**src/rtl/seq_mul32_if.sv**
```systemverilog
// Operand/result handshake bundle for seq_mul32.
// The master drives the operands and out_ready; the slave (the multiplier) returns the status and the product.
interface seq_mul32_if;
    logic        in_valid;
    logic        in_ready;
    logic [31:0] a;
    logic [31:0] b;
    logic        out_valid;
    logic        out_ready;
    logic [63:0] product;
    logic        busy;

    modport master (
        output in_valid, a, b, out_ready,
        input  in_ready, out_valid, product, busy
    );

    modport slave (
        input  in_valid, a, b, out_ready,
        output in_ready, out_valid, product, busy
    );
endinterface

```
**src/rtl/seq_mul32.sv**
```systemverilog
// 32x32 -> 64 unsigned shift-add multiplier: one partial product per cycle, 32 RUN cycles.
// An optional shortcut sends zero-operand products straight to DONE.
module seq_mul32 #(
    parameter bit FAST_ZERO = 1'b1
) (
    input  logic         clk,
    input  logic         rst,
    seq_mul32_if.slave   bus
);

    typedef enum logic [1:0] {
        IDLE = 2'd0,
        RUN  = 2'd1,
        DONE = 2'd2
    } state_t;

    state_t      state;
    state_t      state_nxt;
    logic [63:0] acc;
    logic [31:0] mcand;
    logic [4:0]  count;
    logic [32:0] sum33;
    logic        zero_op;

    assign zero_op = FAST_ZERO && ((bus.a == '0) || (bus.b == '0));

    // Upper half plus the selected multiplicand; bit 32 carries into acc[63] after the shift.
    assign sum33 = {1'b0, acc[63:32]} + {1'b0, (acc[0] ? mcand : 32'h0)};

    always_ff @(posedge clk) begin
        if (rst) begin
            state <= IDLE;
        end else begin
            state <= state_nxt;
        end
    end

    always_comb begin
        state_nxt = state;
        case (state)
            IDLE: begin
                if (bus.in_valid) begin
                    state_nxt = zero_op ? DONE : RUN;
                end
            end
            RUN: begin
                if (count == 5'd31) begin
                    state_nxt = DONE;
                end
            end
            DONE: begin
                if (bus.out_ready) begin
                    state_nxt = IDLE;
                end
            end
            default: state_nxt = IDLE;
        endcase
    end

    always_comb begin
        bus.in_ready  = (state == IDLE);
        bus.busy      = (state == RUN);
        bus.out_valid = (state == DONE);
        bus.product   = acc;
    end

    always_ff @(posedge clk) begin
        if (rst) begin
            acc   <= '0;
            mcand <= '0;
            count <= '0;
        end else begin
            case (state)
                IDLE: begin
                    if (bus.in_valid) begin
                        mcand <= bus.a;
                        count <= '0;
                        acc   <= zero_op ? 64'h0 : {32'h0, bus.b};
                    end
                end
                RUN: begin
                    acc <= {sum33, acc[31:1]};
                    // Saturate on the last step so count never wraps inside an operation.
                    if (count != 5'd31) begin
                        count <= count + 5'd1;
                    end
                end
                default: ;
            endcase
        end
    end

endmodule

```
**src/flat_wrapper.sv**
```systemverilog
// flat-port wrapper written by rule: the top's interface ports become plain ports
module seq_mul32_flat 
#(
    parameter bit FAST_ZERO = 1'b1
)
  (clk, rst, bus_in_valid, bus_a, bus_b, bus_out_ready, bus_in_ready, bus_out_valid, bus_product, bus_busy);
  seq_mul32_if bus_i ();
  input  logic clk;
  input  logic rst;
  input wire logic [$bits(bus_i.in_valid)-1:0] bus_in_valid;
  input wire logic [$bits(bus_i.a)-1:0] bus_a;
  input wire logic [$bits(bus_i.b)-1:0] bus_b;
  input wire logic [$bits(bus_i.out_ready)-1:0] bus_out_ready;
  output wire logic [$bits(bus_i.in_ready)-1:0] bus_in_ready;
  output wire logic [$bits(bus_i.out_valid)-1:0] bus_out_valid;
  output wire logic [$bits(bus_i.product)-1:0] bus_product;
  output wire logic [$bits(bus_i.busy)-1:0] bus_busy;
  assign bus_i.in_valid = bus_in_valid;
  assign bus_i.a = bus_a;
  assign bus_i.b = bus_b;
  assign bus_i.out_ready = bus_out_ready;
  assign bus_in_ready = bus_i.in_ready;
  assign bus_out_valid = bus_i.out_valid;
  assign bus_product = bus_i.product;
  assign bus_busy = bus_i.busy;
  seq_mul32 #(.FAST_ZERO(FAST_ZERO)) u_core (.clk(clk), .rst(rst), .bus(bus_i));
endmodule
```
**config.mk**
```make
export PLATFORM = sky130hd
export DESIGN_NAME = seq_mul32_flat
export DESIGN_NICKNAME = d
export VERILOG_FILES = /design/src/rtl/seq_mul32_if.sv /design/src/rtl/seq_mul32.sv /design/src/flat_wrapper.sv
export SDC_FILE = /design/constraint.sdc
export NUM_CORES = 1
export LEC_CHECK = 0
export ABC_CLOCK_PERIOD_IN_PS = 2600
export CELL_PAD_IN_SITES_DETAIL_PLACEMENT = 0
export CELL_PAD_IN_SITES_GLOBAL_PLACEMENT = 2
export CORE_ASPECT_RATIO = 0.6
export CORE_MARGIN = 8
export CORE_UTILIZATION = 26
export DETAILED_ROUTE_END_ITERATION = 12
export PLACE_DENSITY_LB_ADDON = 0.1
export SLEW_MARGIN = 20
export SYNTH_ARGS = -nofsm -noshare
export SYNTH_HDL_FRONTEND = slang
export SYNTH_SLANG_ARGS = --single-unit
```
**constraint.sdc**
```tcl
create_clock -name clk -period 2.6 [get_ports clk]
set_input_delay 0.26 -clock clk [delete_from_list [all_inputs] [get_ports clk]]
set_output_delay 0.26 -clock clk [all_outputs]
set_load 0.01 [all_outputs]
```
Word level (Yosys, flattened, before mapping)
Index checks and enable logic that the tools add are counted.
{"block": "word_totals", "regBits": 103, "elab_cells": 35}
{"block": "classes", "addsub": 2, "n_eq_ne": 8, "muxes": 12, "n_reduce_logical": 9}
{"op": "$pmux W64 S2", "n": 1}
{"op": "$logic_not A32 Y1", "n": 2}
{"op": "$mux W32", "n": 2}
{"op": "$mux W64", "n": 1}
{"op": "$add A32 B32 Y33", "n": 1}
{"op": "$mux W5", "n": 2}
{"op": "$pmux W5 S2", "n": 1}
{"op": "$mux W2", "n": 4}
{"op": "$pmux W2 S3", "n": 1}
{"op": "$reduce_and A3 Y1", "n": 2}
{"op": "$add A5 B1 Y5 const B", "n": 1}
{"op": "$eq A5 B5 Y1 const B", "n": 1}
{"op": "$ne A5 B5 Y1 const B", "n": 1}
{"op": "$ne A2 B1 Y1 const B", "n": 2}
{"op": "$ne A2 B2 Y1 const B", "n": 2}
{"op": "$reduce_and A2 Y1", "n": 2}
{"op": "$eq A2 B1 Y1 const B", "n": 1}
{"op": "$eq A2 B2 Y1 const B", "n": 1}
{"op": "$logic_not A2 Y1", "n": 1}
{"op": "$reduce_bool A2 Y1", "n": 1}
{"op": "$logic_or A1 B1 Y1", "n": 1}

Longest topological paths before layout
{"block": "depth", "word_depth": 5, "depth_mapped": 11, "mapped_depth_nobuf": 11}

Least setup slack after synthesis
No wires, ideal clock.
{"block": "synth_timing", "kind": "register to register", "start": "register u_core.acc[0], in the netlist u_core.bus.product[0]", "end": "register u_core.acc[51], in the netlist u_core.bus.product[51]", "arrival_time_ns": 2.493, "setup_slack_ns": -0.010, "path_stages_with_launch": 12, "n_path_buf": 2, "synth_period_minus_slack_ns": 2.610, "path_cell_list": "dfxtp_1 > clkbuf_1 > and2_1 > ha_1 > clkbuf_1 > a21oi_1 > o21ai_0 > a21boi_0 > a2bb2oi_1 > a21boi_1 > or3_1 > a32o_1"}
{"block": "synth_via", "elab_chain_cells": 3}
{"item": "start, declared", "line_no": "seq_mul32.sv:19", "rtl": "logic [63:0] acc;"}
{"item": "start signal, assigned", "line_no": "seq_mul32.sv:78", "rtl": "acc <= zero_op ? 64'h0 : {32'h0, bus.b};"}
{"item": "start signal, assigned", "line_no": "seq_mul32.sv:82", "rtl": "acc <= {sum33, acc[31:1]};"}
{"item": "$mux W32", "line_no": "seq_mul32.sv:28", "rtl": "assign sum33 = {1'b0, acc[63:32]} + {1'b0, (acc[0] ? mcand : 32'h0)};"}
{"item": "$add A32 B32 Y33", "line_no": "seq_mul32.sv:28"}
{"item": "$pmux W64 S2", "line_no": "seq_mul32.sv:73", "rtl": "case (state)"}
Every way passes these cells.
A chain may end at the register's enable or synchronous reset.

Worst setup path in the final report
Ends and elaborated chain as after synthesis.

==> impl_results.rst <==
.. list-table::
   :header-rows: 1

   * - Metric
     - Value
   * - Max-slew headroom
     - 61.13%
   * - Final critical-path required period
     - 2.658 ns
   * - Max-capacitance violation count
     - 0
   * - Cell area after placement
     - 8295 um^2
   * - Number of instances in the synthesized netlist
     - 733
   * - Max Clock Skew
     - 0.01348 ns
   * - Power density normalized to cell area
     - 438.9 nW/um^2
   * - Cell types occupying the most area after synthesis
     - dfxtp_1, nand2_1, ha_1, a21oi_1, a222oi_1
   * - Kind of end point of the critical path
     - register
   * - Result of the run
     - finished, violations left
   * - Clock insertion delay at the later pin of the skew report
     - 0.36 ns
   * - Number of placed I/O pins
     - 135
   * - Worst R2R Setup Slack
     - -0.06 ns
   * - Design Power
     - 3.957 mW
   * - Syn_nets
     - 836
   * - Clock Sink Count
     - 103
   * - Setup repair after global routing missed its margin
     - yes
   * - Most used flip-flop cell after synthesis
     - dfxtp_1
   * - Worst voltage drop across the vdd grid
     - 0.0003449 V
   * - Setup violations, final
     - 3
   * - Placeable core region
     - 22070 um^2
   * - Uppermost metal layer occupied by signal nets
     - met4
   * - Final count of hold timing violations
     - 0
   * - Proportion of netlist area held by the largest area contributor
     - 35.18%
   * - Effective utilization at floorplan
     - 26.56%
   * - Detailed-router iteration count before antenna repair
     - 9
   * - Worst path slowest cell
     - dfxtp_2
   * - Required time reported for the critical path endpoint
     - 2.85 ns
   * - Sequential cell area
     - 2063 um^2
   * - Antenna Nets Post-Route
     - 0
   * - Area growth, synth to finish
     - 53.81%
   * - Horizontal die dimension
     - 209.8 um
   * - Antenna violations before repair
     - 0
   * - Max Fanout on Critical Path
     - 3
   * - Pin count of the biggest net entering global routing
     - 43
   * - Category of cells accounting for the largest share of critical-path delay
     - simple AND/OR/NAND/NOR gates
   * - Post-placement setup slack
     - -0.3155 ns
   * - Std cell rows
     - 42
   * - Via count of the first global-routing pass
     - 6317
   * - Yosys warns
     - 0
   * - Root buffer cell
     - clkbuf_16
   * - Post-synth EDFFs
     - 0
   * - Final Wtd Congestion
     - 0.8727
   * - Average via count per standard cell
     - 5.171
   * - Type of the most critical hold path
     - input port to register
   * - Final antenna diode count
     - 0
   * - Detailed route wirelength on metal3
     - 1634 um
   * - Crit Path Class
     - register to register
   * - Floorplan die area
     - 27760 um^2
   * - Slew @ Worst Pin
     - 0.5776 ns
   * - Wire per inst
     - 19.74 um
   * - Count of H-tree levels built during CTS
     - 3
   * - Summed area of non-filler cells in the final layout
     - 9016 um^2
   * - Endpoint arrival time on the critical path
     - 2.91 ns
   * - Global routing usage summed across all routing layers
     - 17.25%
   * - Final clock period utilization by the worst path
     - 102.2%
   * - Count of input and output buffers
     - 134
   * - Net count of the finished layout
     - 1056
   * - Routed wire length
     - 24530 um
   * - Count of hold-fix buffers inserted at cts
     - 0
   * - CP cell instances
     - buf_4, and2_1, ha_1, nor2b_4, o2111a_2, nand4bb_4, a2bb2oi_4, a21boi_1, or3_1, a32o_1
   * - Congestion Overflow GR
     - 0
   * - Avg Synthesized Cell Area
     - 7.997 um^2
   * - Met2 routed WL
     - 9976 um
   * - Violations in the final reports
     - negative setup slack
   * - Netlist cell types
     - 56
   * - Layout cell share with drive strength beyond 1
     - 21.53%
   * - Summed negative setup slack over all endpoints
     - -0.07161 ns
   * - Minimum setup slack in the final design
     - -0.05766 ns
   * - Number of fill cells
     - 2235
   * - Area of the multi-input gates
     - 3990 um^2
   * - Max frequency
     - 376.3 MHz
   * - Share of the yosys chip area belonging to registers
     - 35.18%
   * - Detailed-placement wirelength estimate
     - 19270 um
   * - Total buffers and inverters traversed by the critical path
     - 1
   * - Crit path largest cell delay
     - 0.34 ns
   * - Max Root-Sink Buffers
     - 2
   * - Global-route wire length before repair
     - 37500 um
   * - Clk pin slew, worst setup/hold paths
     - 0.07 ns
   * - Async SR Flop Fraction
     - 0%
   * - Initial DRC count
     - 612
   * - Final hold slack
     - 0.3237 ns
   * - CTS tree
     - yes
   * - Number of buffers inserted during clock tree synthesis
     - 9
   * - Kind of launch point of the worst setup path
     - register
   * - Vertical die dimension
     - 132.3 um
   * - Commonest non-fill, non-tap cell in the layout
     - clkdlybuf4s50_1
   * - Reported leakage power
     - 3.527 nW
   * - Count of state elements after synthesis
     - 103
   * - Commonest non-fill, non-tap cells in the layout
     - clkdlybuf4s50_1, nand2_1, buf_4
   * - Library cell with the largest summed area after synthesis
     - dfxtp_1
   * - Number of pins with negative max-slew slack in the final report
     - 0
   * - Via count
     - 6428
   * - Cell area after synthesis
     - 5862 um^2
   * - Detailed-route wire length on metal 1
     - 12570 um
   * - DR DRC count
     - 0
## per-layer routing
metal  track usage, %  up-vias
met4            4.095        0
li1                 -     3121
met3            4.297       23
met5                0        -
met2            24.22      209
met1            25.57     3075
## stage by stage
step / util (%) / cells
floorplan: - / 733
global placement: 37.59 / 1224
detailed placement: 37.59 / 1224
CTS: 39.89 / 1242
global route: 40.85 / 1243
finish: 40.85 / 1243
## power by group
part | internal [mW] | switching, mW | leakage [nW]
sequential | 1.68 | 0.0844 | 0.840
clock | 0.700 | 0.648 | 0.134
combinational | 0.394 | 0.453 | 2.55
total | 2.77 | 1.19 | 3.53
## cell type report
type | count | share of cell area, %
Multi-Input combinational cell | 571 | 44.25
Timing Repair Buffer | 252 | 25.10
Sequential cell | 103 | 22.88
Tap cell | 286 | 3.969
Clock buffer | 11 | 2.803
Inverter | 16 | 0.6661
Clock inverter | 4 | 0.3192
## flip-flops by register name, summed over array words and instances (netlist names)
signal / count
u_core.mcand: 32
u_core.count: 5
u_core.bus.product: 64
u_core.state: 2
## cell families after synthesis
group,count (synthesis),share of synthesized area [%]
multiplexers,3,0.5123
XOR/XNOR,23,3.436
buffers and inverters,59,4.141
AND/OR/NAND/NOR,296,23.56
flip-flops,103,35.18
adder cells (fa/ha/maj),35,7.599
AO/OA/AOI/OAI,214,25.57
## what timing repair did
action,CTS,global route
setup buffers,3,2
cloned,0,0
pin swaps,10,9
endpoints found under the setup margin,15,16
gates resized for setup,34,45
## Yosys cell counts (all sizes together) (10+ instances only)
library cell and number:
clkbuf 38, xnor2 17, nor2 67, and2 35, o21ai 35, nand2 118, a222oi 32, nor3 12
a21o 10, a21oi 72, inv 16, dfxtp 103, ha 34, nand4 14, nor4 16
## worst paths after layout
check,start,endpoint,cells after the start
setup / recovery,u_core.bus.product[0]$_SDFFE_PP0P_,u_core.bus.product[51]$_SDFFE_PP0P_,10
hold / removal,rst,u_core.bus.product[2]$_SDFFE_PP0P_,2
setup reg to reg,u_core.bus.product[0]$_SDFFE_PP0P_,u_core.bus.product[51]$_SDFFE_PP0P_,10
hold reg to reg,u_core.mcand[0]$_SDFFE_PP0P_,u_core.mcand[0]$_SDFFE_PP0P_,2
Power figures use the tool's default switching activity.
